$ cat config.mk
export PLATFORM = sky130hd
export DESIGN_NAME = mult_div_unit
export DESIGN_NICKNAME = d
export VERILOG_FILES = /design/src/rtl/mips_pkg.sv /design/src/rtl/div_restore_step.sv /design/src/rtl/mult_div_unit.sv
export SDC_FILE = /design/constraint.sdc
export NUM_CORES = 1
export LEC_CHECK = 0
export CORE_ASPECT_RATIO = 0.75
export CORE_UTILIZATION = 60
export DETAILED_ROUTE_END_ITERATION = 6
export PLACE_DENSITY_LB_ADDON = 0.08
export SETUP_SLACK_MARGIN = 0.4
export SKIP_CTS_REPAIR_TIMING = 1
export SLEW_MARGIN = 20
export SYNTH_ARGS = -nofsm -noshare
export SYNTH_HDL_FRONTEND = slang
export SYNTH_SLANG_ARGS = --single-unit
export TNS_END_PERCENT = 1
$ cat constraint.sdc
create_clock -name clk -period 7.8 [get_ports clk]
set_clock_uncertainty 0.1 [all_clocks]
set_input_delay 1.56 -clock clk [delete_from_list [all_inputs] [get_ports clk]]
set_output_delay 1.56 -clock clk [all_outputs]
set_load 0.02 [all_outputs]
$ cat src/rtl/mips_pkg.sv
// Shared MIPS datapath definitions: operation selects, multiply/divide
// sequencer states and the default word width.
package mips_pkg;

    localparam int WORD_W = 32;

    localparam logic OP_MULT = 1'b0;
    localparam logic OP_DIV  = 1'b1;

    typedef enum logic [2:0] {
        IDLE,
        MULT,
        DIV,
        FIX,
        DONE
    } muldiv_state_t;

endpackage

$ cat src/rtl/div_restore_step.sv
// One restoring-division iteration on unsigned magnitudes: shift the
// remainder/quotient pair left, trial-subtract the divisor, keep the
// difference and set the quotient bit only when it did not go negative.
module div_restore_step #(
    parameter int WIDTH = 32
) (
    input  logic [WIDTH-1:0] rem_i,
    input  logic [WIDTH-1:0] quo_i,
    input  logic [WIDTH-1:0] dvs_i,
    output logic [WIDTH-1:0] rem_o,
    output logic [WIDTH-1:0] quo_o
);

    logic [WIDTH:0] shifted;
    logic [WIDTH:0] diff;

    // Remainder shifted by one with the next dividend bit taken from the
    // quotient MSB; one extra bit so the trial subtract exposes a borrow.
    assign shifted = {rem_i, quo_i[WIDTH-1]};
    assign diff    = shifted - {1'b0, dvs_i};

    // Restore on borrow, otherwise accept the difference and record a 1.
    always_comb begin
        if (diff[WIDTH]) begin
            rem_o = shifted[WIDTH-1:0];
            quo_o = {quo_i[WIDTH-2:0], 1'b0};
        end else begin
            rem_o = diff[WIDTH-1:0];
            quo_o = {quo_i[WIDTH-2:0], 1'b1};
        end
    end

endmodule

$ cat src/rtl/mult_div_unit.sv
// Multicycle signed multiply (radix-2 Booth) / divide (restoring on
// magnitudes with sign fix-up) unit holding the architectural HI/LO pair.
// Handshake: start is sampled only while idle; busy is high from the
// accepting edge until the edge that raises the one-cycle done pulse.
module mult_div_unit
    import mips_pkg::*;
#(
    parameter int WIDTH = WORD_W
) (
    input  logic               clk,
    input  logic               reset,
    input  logic               start,
    input  logic               op,
    input  logic [WIDTH-1:0]   a,
    input  logic [WIDTH-1:0]   b,
    output logic               busy,
    output logic               done,
    output logic               div_zero,
    output logic [WIDTH-1:0]   hi,
    output logic [WIDTH-1:0]   lo,
    output muldiv_state_t      state_o
);

    localparam int CW = $clog2(WIDTH);

    muldiv_state_t    state_q, state_d;
    // mcand holds the multiplicand for mult and the divisor magnitude for div.
    logic [WIDTH-1:0] mcand_q, mcand_d;
    // acc_hi/acc_lo: Booth product halves for mult, remainder/quotient for div.
    logic [WIDTH-1:0] acc_hi_q, acc_hi_d;
    logic [WIDTH-1:0] acc_lo_q, acc_lo_d;
    logic             qm1_q, qm1_d;
    logic [CW-1:0]    cnt_q, cnt_d;
    logic             neg_quo_q, neg_quo_d;
    logic             neg_rem_q, neg_rem_d;
    logic             dz_q, dz_d;
    logic             busy_q, busy_d;
    logic             done_q, done_d;
    logic             dzo_q, dzo_d;
    logic [WIDTH-1:0] hi_q, hi_d;
    logic [WIDTH-1:0] lo_q, lo_d;

    logic [WIDTH:0]   booth_sum;
    logic [WIDTH-1:0] div_rem, div_quo;
    logic [WIDTH-1:0] a_mag, b_mag;

    // Two's-complement magnitude; the most negative value maps to 2^(WIDTH-1).
    assign a_mag = a[WIDTH-1] ? -a : a;
    assign b_mag = b[WIDTH-1] ? -b : b;

    // Booth add/subtract on the sign-extended upper half.
    always_comb begin
        booth_sum = {acc_hi_q[WIDTH-1], acc_hi_q};
        case ({acc_lo_q[0], qm1_q})
            2'b01:   booth_sum = {acc_hi_q[WIDTH-1], acc_hi_q} + {mcand_q[WIDTH-1], mcand_q};
            2'b10:   booth_sum = {acc_hi_q[WIDTH-1], acc_hi_q} - {mcand_q[WIDTH-1], mcand_q};
            default: ;
        endcase
    end

    div_restore_step #(.WIDTH(WIDTH)) u_div_step (
        .rem_i (acc_hi_q),
        .quo_i (acc_lo_q),
        .dvs_i (mcand_q),
        .rem_o (div_rem),
        .quo_o (div_quo)
    );

    // Sequencer next state and datapath updates.
    always_comb begin
        state_d   = state_q;
        mcand_d   = mcand_q;
        acc_hi_d  = acc_hi_q;
        acc_lo_d  = acc_lo_q;
        qm1_d     = qm1_q;
        cnt_d     = cnt_q;
        neg_quo_d = neg_quo_q;
        neg_rem_d = neg_rem_q;
        dz_d      = dz_q;
        busy_d    = busy_q;
        done_d    = 1'b0;
        dzo_d     = 1'b0;
        hi_d      = hi_q;
        lo_d      = lo_q;
        case (state_q)
            IDLE: begin
                if (start) begin
                    busy_d   = 1'b1;
                    cnt_d    = '0;
                    acc_hi_d = '0;
                    qm1_d    = 1'b0;
                    if (op == OP_MULT) begin
                        mcand_d  = a;
                        acc_lo_d = b;
                        state_d  = MULT;
                    end else begin
                        mcand_d   = b_mag;
                        acc_lo_d  = a_mag;
                        neg_quo_d = a[WIDTH-1] ^ b[WIDTH-1];
                        neg_rem_d = a[WIDTH-1];
                        if (b == '0) begin
                            dz_d    = 1'b1;
                            state_d = DONE;
                        end else begin
                            state_d = DIV;
                        end
                    end
                end
            end
            MULT: begin
                // Arithmetic shift right of {P_hi, P_lo, q-1} after the add.
                acc_hi_d = booth_sum[WIDTH:1];
                acc_lo_d = {booth_sum[0], acc_lo_q[WIDTH-1:1]};
                qm1_d    = acc_lo_q[0];
                cnt_d    = cnt_q + 1'b1;
                if (cnt_q == CW'(WIDTH - 1)) state_d = DONE;
            end
            DIV: begin
                acc_hi_d = div_rem;
                acc_lo_d = div_quo;
                cnt_d    = cnt_q + 1'b1;
                if (cnt_q == CW'(WIDTH - 1)) state_d = FIX;
            end
            FIX: begin
                // Truncating division: quotient sign from a^b, remainder from a.
                if (neg_quo_q) acc_lo_d = -acc_lo_q;
                if (neg_rem_q) acc_hi_d = -acc_hi_q;
                state_d = DONE;
            end
            DONE: begin
                if (!dz_q) begin
                    hi_d = acc_hi_q;
                    lo_d = acc_lo_q;
                end
                done_d  = 1'b1;
                dzo_d   = dz_q;
                dz_d    = 1'b0;
                busy_d  = 1'b0;
                state_d = IDLE;
            end
            default: state_d = IDLE;
        endcase
    end

    // State and datapath registers; reset aborts any operation in flight.
    always_ff @(posedge clk or posedge reset) begin
        if (reset) begin
            state_q   <= IDLE;
            mcand_q   <= '0;
            acc_hi_q  <= '0;
            acc_lo_q  <= '0;
            qm1_q     <= 1'b0;
            cnt_q     <= '0;
            neg_quo_q <= 1'b0;
            neg_rem_q <= 1'b0;
            dz_q      <= 1'b0;
            busy_q    <= 1'b0;
            done_q    <= 1'b0;
            dzo_q     <= 1'b0;
            hi_q      <= '0;
            lo_q      <= '0;
        end else begin
            state_q   <= state_d;
            mcand_q   <= mcand_d;
            acc_hi_q  <= acc_hi_d;
            acc_lo_q  <= acc_lo_d;
            qm1_q     <= qm1_d;
            cnt_q     <= cnt_d;
            neg_quo_q <= neg_quo_d;
            neg_rem_q <= neg_rem_d;
            dz_q      <= dz_d;
            busy_q    <= busy_d;
            done_q    <= done_d;
            dzo_q     <= dzo_d;
            hi_q      <= hi_d;
            lo_q      <= lo_d;
        end
    end

    assign busy     = busy_q;
    assign done     = done_q;
    assign div_zero = dzo_q;
    assign hi       = hi_q;
    assign lo       = lo_q;
    assign state_o  = state_q;

endmodule

# ---- After elaboration in Yosys (flattened, before gate mapping)
# Index checks and enable logic that the tools add are counted.
dict set report totals {
  output_inout_bits 70
  input_bits 68
  word_cells 89
  reg_bits 175
}
dict set report classes {
  n_bitwise 2
  reduce_logical 18
  mux 31
  add_sub_neg 8
  n_eq_ne 15
}
# op n
set op_table {}
lappend op_table {{32-bit 2-to-1 mux} 9}
lappend op_table {{32-bit case mux with 4 select lines} 2}
lappend op_table {{32-bit negation} 4}
lappend op_table {{33-bit case mux with 2 select lines} 1}
lappend op_table {{32-bit by 32-bit adder with 33-bit output} 1}
lappend op_table {{32-bit by 32-bit subtractor with 33-bit output} 1}
lappend op_table {{33-bit by 32-bit subtractor with 33-bit output} 1}
lappend op_table {{32-bit logical NOT} 1}
lappend op_table {{3-bit 2-to-1 mux} 5}
lappend op_table {{2-bit inequality test (second input constant)} 7}
lappend op_table {{3-bit case mux with 4 select lines} 1}
lappend op_table {{3-bit AND reduction} 4}
lappend op_table {{5-bit case mux with 2 select lines} 1}
lappend op_table {{2-bit AND reduction} 5}
lappend op_table {{1-bit 2-to-1 mux} 8}
lappend op_table {{4-bit AND reduction} 2}
lappend op_table {{3-bit by 2-bit == test with 1-bit output (second input constant)} 2}
lappend op_table {{1-bit case mux with 2 select lines} 3}
lappend op_table {{2-bit nonzero test} 3}
lappend op_table {{5-bit by 1-bit adder with 5-bit output (second input constant)} 1}
lappend op_table {{5-bit == test (second input constant)} 1}
lappend op_table {{5-bit 2-to-1 mux} 1}
lappend op_table {{4-bit nonzero test} 1}
lappend op_table {{3-bit by 1-bit == test with 1-bit output (second input constant)} 1}
lappend op_table {{other kinds (8)} 8}

# ---- Depth between registers and ports, before layout
dict set report logic_depth {
  word_depth 5
  depth_mapped 19
  mapped_depth_nobuf 19
}

# ---- Hierarchy
# A second synthesis with hierarchy kept.
dict set report unflattened {
  cells_unflattened 1930
  hier_area_um2 15894.0
}
# mod area_each_um2 n_inst seq_area_each_um2 cells_per_inst
set modules_own_cells {}
lappend modules_own_cells {mult_div_unit 13302.8 1 4379.2 1594}
lappend modules_own_cells {div_restore_step 2591.2 1 0.0 336}

# ---- Worst setup path before layout
# No wires, ideal clock.
dict set report synth_timing {
  path_type {input to register}
  start {input b[7]}
  end {register mcand_q[29]}
  path_slack_ns 3.139
  arrival_ns 4.442
  path_stages 9
  setup_ns 0.118
  n_path_buf 0
  path_cell_list {or4_4 -> or4_4 -> or3_4 -> or4_4 -> or4_4 -> o31ai_2 -> xor2_1 -> a211oi_1 -> a21o_1}
}
dict set report synth_between {
  elab_chain_cells 3
}
# element line
set synth_lines {}
lappend synth_lines {{from (decl)} mult_div_unit.sv:15} ;# input logic [WIDTH-1:0] b,
lappend synth_lines {{32-bit negation} mult_div_unit.sv:49} ;# assign b_mag = b[WIDTH-1] ? -b : b;
lappend synth_lines {{32-bit 2-to-1 mux} mult_div_unit.sv:49}
lappend synth_lines {{32-bit 2-to-1 mux} mult_div_unit.sv:92} ;# if (op == OP_MULT) begin
lappend synth_lines {{to (signal assigned)} mult_div_unit.sv:164} ;# mcand_q <= mcand_d;
lappend synth_lines {{to (decl)} mult_div_unit.sv:28} ;# logic [WIDTH-1:0] mcand_q, mcand_d;
# Every way passes these cells.
# A chain may end at the register's enable or synchronous reset.

# ---- Worst setup path in the final report
dict set report layout_timing {
  start {register mcand_q[0]}
  end {register acc_hi_q[31]}
}
dict set report layout_between {
  elab_chain_cells 3
}
# element line
set layout_lines {}
lappend layout_lines {{32-bit by 32-bit subtractor with 33-bit output (tied with other cells)} mult_div_unit.sv:56} ;# 2'b10: booth_sum = {acc_hi_q[WIDTH-1], acc_hi_q} - {mcand_q[WIDTH-1], mcand_q};
lappend layout_lines {{33-bit case mux with 2 select lines / 32-bit 2-to-1 mux (equally long branches)} {mult_div_unit.sv:54, div_restore_step.sv:24}}
lappend layout_lines {{32-bit case mux with 4 select lines *} mult_div_unit.sv:85} ;# case (state_q)
lappend layout_lines {{to (signal assigned)} mult_div_unit.sv:165} ;# acc_hi_q <= acc_hi_d;
lappend layout_lines {{to (decl)} mult_div_unit.sv:30} ;# logic [WIDTH-1:0] acc_hi_q, acc_hi_d;
# Mark *: on every way between the ends. The rest lies on a longest branch, timed or not.

==> results.py <==
metrics = {
    "sta": {
        "rsz0062_at_grt": "false",
        "min_period_over_period_pct": 63.82,
        "min_period_ns": 4.978,
        "finalHoldViolCount": 0,
        "slew_viol_final": 0,
        "finalSetupViolCount": 0,
        "setup_ws_ns": 2.822,
        "maxSlewHeadroom_pct": 26.35,
        "max_freq_mhz": 200.9,
        "worst_pin_slew_ns": 1.101,
        "final.setup.tns_ns": 0,
    },
    "hold_path": {
        "hp-start": "lo[1]$_DFFE_PP0P_",
        "min_delay_path_depth": 1,
        "hold_path_class": "register to register",
        "hold_path_end": "lo[1]$_DFFE_PP0P_",
    },
    "floorplan": {
        "die_h_um": 140.5,
        "core_um2": 25020,
        "top_level_ports": 138,
        "rows": 50,
        "die_width_um": 186.7,
        "die-area_um2": 26220,
        "initial_core_util_pct": 61.32,
    },
    "worst_setup_path": {
        "worstRegToRegCells": 17,
        "r2r-start": "mcand_q[0]$_DFFE_PP0P_",
        "end_kind": "register",
        "crit_type": "register to register",
        "r2r_slack_ns": 2.82,
        "crit_arrival_ns": 5.19,
        "crit_chain": "nor4_1, and3_1, and2_1, nand3_1, nor4_1, a21oi_1, xnor2_1, ha_1, a211oi_1, nor2_1, nor3_1, o21bai_1, a21o_1, a21oi_1, mux2i_1, a2111oi_0, a41oi_1",
        "cp_slowest_stage_delay_ns": 0.71,
        "setup.worst_path.start_class": "register",
        "path_max_fanout": 8,
        "cpMaxStageDelayCell": "nor4_1",
        "reg2reg_to": "acc_hi_q[31]$_DFFE_PP0P_",
        "required_ns": 8.01,
    },
    "global_routing": {
        "grt_pass1_vias": 14046,
        "grt_use_met2_pct": 55.28,
        "grtUsageMet3_pct": 12.63,
        "met1_usage_pct": 54.90,
        "track_usage_pct": 38.58,
        "antenna_found_initial": 2,
        "grt_overflow": 0,
        "grt_start_max_net_pins": 71,
        "grt-busiest-layer": "met2",
        "grt_pass1_wl_um": 79210,
    },
    "clock_network": {
        "cts_buffers": 17,
        "clock_path_buffers": 2,
        "cts_max_level": 4,
        "cts_tree": "done",
        "clock_tree.root_cell": "clkbuf_16",
        "cts_sinks": 175,
        "insertion_delay_ns": 0.45,
        "clk_pin_slew_ns": 0.07,
    },
    "synthesis": {
        "ys_seq_elements": 175,
        "syn_area_um2": 15340,
        "syn_avg_cell_area_um2": 7.897,
        "yosysSeqAreaShare_pct": 28.54,
        "yosysWarnings": 0,
        "synth_edf_count": 0,
        "synth-async-reset-ratio_pct": 100.0,
        "syn_nets": 2085,
        "syn_inst": 1943,
        "synthDistinctLibCells": 74,
        "ys.flop_type": "dfrtp_1",
    },
    "pwr": {
        "power_leakage_nw": 7.340,
        "finalPower_mw": 8.655,
        "p_clk_share_pct": 10.1,
        "p_sw_share_pct": 52.84,
        "combPwrFrac_pct": 68.5,
        "power_density_nw_per_um2": 495.6,
        "p_sw_mw": 4.573,
        "pwr-share-seq_pct": 21.4,
        "power.internal_mw": 4.082,
        "ir_drop_v": 0.0003024,
    },
    "place": {
        "port_buffers": 137,
        "place.gp.congestion": 1.010,
        "dp_slack_ns": 2.409,
        "hpwl_um": 37640,
        "postPlaceCellArea_um2": 16890,
    },
    "detailed_routing": {
        "routed_via_density": 6.719,
        "wl_um": 51330,
        "ant_nets": 0,
        "dr.pass1.iters": 7,
        "drc": 11,
        "vias": 15777,
        "wl_per_cell_um": 21.86,
        "drt_iter0_drc": 2155,
    },
    "cells_and_area": {
        "regArea_um2": 4379,
        "final_cell_mix": "nand2_1, dfrtp_1, nor2_1, a21oi_1, clkdlybuf4s50_1",
        "fillCellCount": 2083,
        "stdcell_area_um2": 17460,
        "final_common_cell": "nand2_1",
        "layout.nets": 2140,
        "final_core_util_pct": 69.79,
        "layout-drive-gt1-share_pct": 4.530,
        "multi_input_area_um2": 10280,
        "area_delta_synth_final_pct": 13.81,
    },
    "flow_run": {
        "drv_cap": 0,
    },
    "run_status": {
        "violations": "design-rule violations",
        "status": "finished, violations left",
    },
}
-- synth_stat cells (all sizes together), types with 22 or more instances --
cell / n / area share (%)
inv: 65 / 1.6
ha: 72 / 5.9
mux2: 68 / 5.0
nand2: 188 / 4.6
a21o: 33 / 1.6
dfrtp: 175 / 29
a21oi: 167 / 5.4
xnor2: 71 / 4.1
o31ai: 31 / 1.5
nor4: 24 / 0.98
a211oi: 27 / 1.3
xor2: 82 / 4.7
nor2: 176 / 4.3
o21ai: 186 / 6.1
clkbuf: 105 / 2.6
nor3: 64 / 2.1
a31oi: 39 / 1.6
nand3: 28 / 0.91
buf: 22 / 0.65
-- worst max-delay path by stage --
| stage | from | to | slack (ns) | depth (start not counted) |
|---|---|---|---|---|
| floorplan | reset | acc_hi_q[0]$_DFFE_PP0P_ | 1.39 | 1 |
| global route | mcand_q[0]$_DFFE_PP0P_ | acc_hi_q[31]$_DFFE_PP0P_ | 2.44 | 17 |
| global placement | b[5] | mcand_q[29]$_DFFE_PP0P_ | 2.47 | 10 |
| detailed placement | b[5] | state_o[2]$_DFFE_PP0P_ | 2.41 | 10 |
| CTS | b[5] | state_o[2]$_DFFE_PP0P_ | 2.88 | 10 |
| finish | mcand_q[0]$_DFFE_PP0P_ | acc_hi_q[31]$_DFFE_PP0P_ | 2.82 | 17 |
-- cells by family (layout without fill, tap and decap cells) --
| family | count (synthesis) | after routing | synth area share (%) |
|---|---|---|---|
| AOI/OAI and AO/OA | 647 | 647 | 26.63 |
| xor gates and xnor gates | 153 | 153 | 8.733 |
| adders and majority gates | 74 | 74 | 6.132 |
| buffers and inverters | 192 | 258 | 4.811 |
| DFF | 175 | 175 | 28.54 |
| muxes | 85 | 85 | 6.099 |
| other | 0 | 1 | 0 |
| and+or+nand+nor | 617 | 617 | 19.06 |
-- metal layers --
layer,vias up,share of wire (%)
met5,-,0
met4,0,2.4
met3,109,13
met2,969,42
met1,7415,42
li1,7284,-
-- power by group through the flow --
stage	Sequential, mW	Clock (mW)	Combinational [mW]
floorplan	1.80	0	4.08
global placement	1.82	0	5.62
detailed placement	1.85	0	5.74
CTS	1.83	0.872	5.78
global route	1.90	0.913	6.39
finish	1.85	0.874	5.93
-- through the flow --
stage | hold WS (ns) | instances
finish | 0.3862 | 2348
global route | 0.4083 | 2347
CTS | 0.3900 | 2347
detailed placement | 0.3737 | 2317
global placement | 0.3655 | 2317
floorplan | 0.3755 | 1943
-- flip-flops by register name, indices dropped and copies added, names as in the netlist, 3 cells and up --
name	cells
acc_lo_q	32
acc_hi_q	32
state_o	3
mcand_q	32
lo	32
cnt_q	5
hi	32
-- critical path: cells and delay by family (launching register included) --
family	cells	cell delay [ns]
xor+xnor	1	0.16
fa+ha+maj	1	0.38
flops	1	0.44
simple gates	7	2.23
compound gates	7	1.46
mux	1	0.09
-- final cells by class --
cell class / instances / area share (%)
clock inverters: 11 / 0.7236
clock buffers: 19 / 2.536
flip-flops and latches: 175 / 25.08
multi-input cells: 1576 / 58.86
inverters: 65 / 1.426
well taps: 338 / 2.422
repair buffers: 163 / 8.941
diodes: 1 / 0.01433
(Power assumes the default switching activity.)
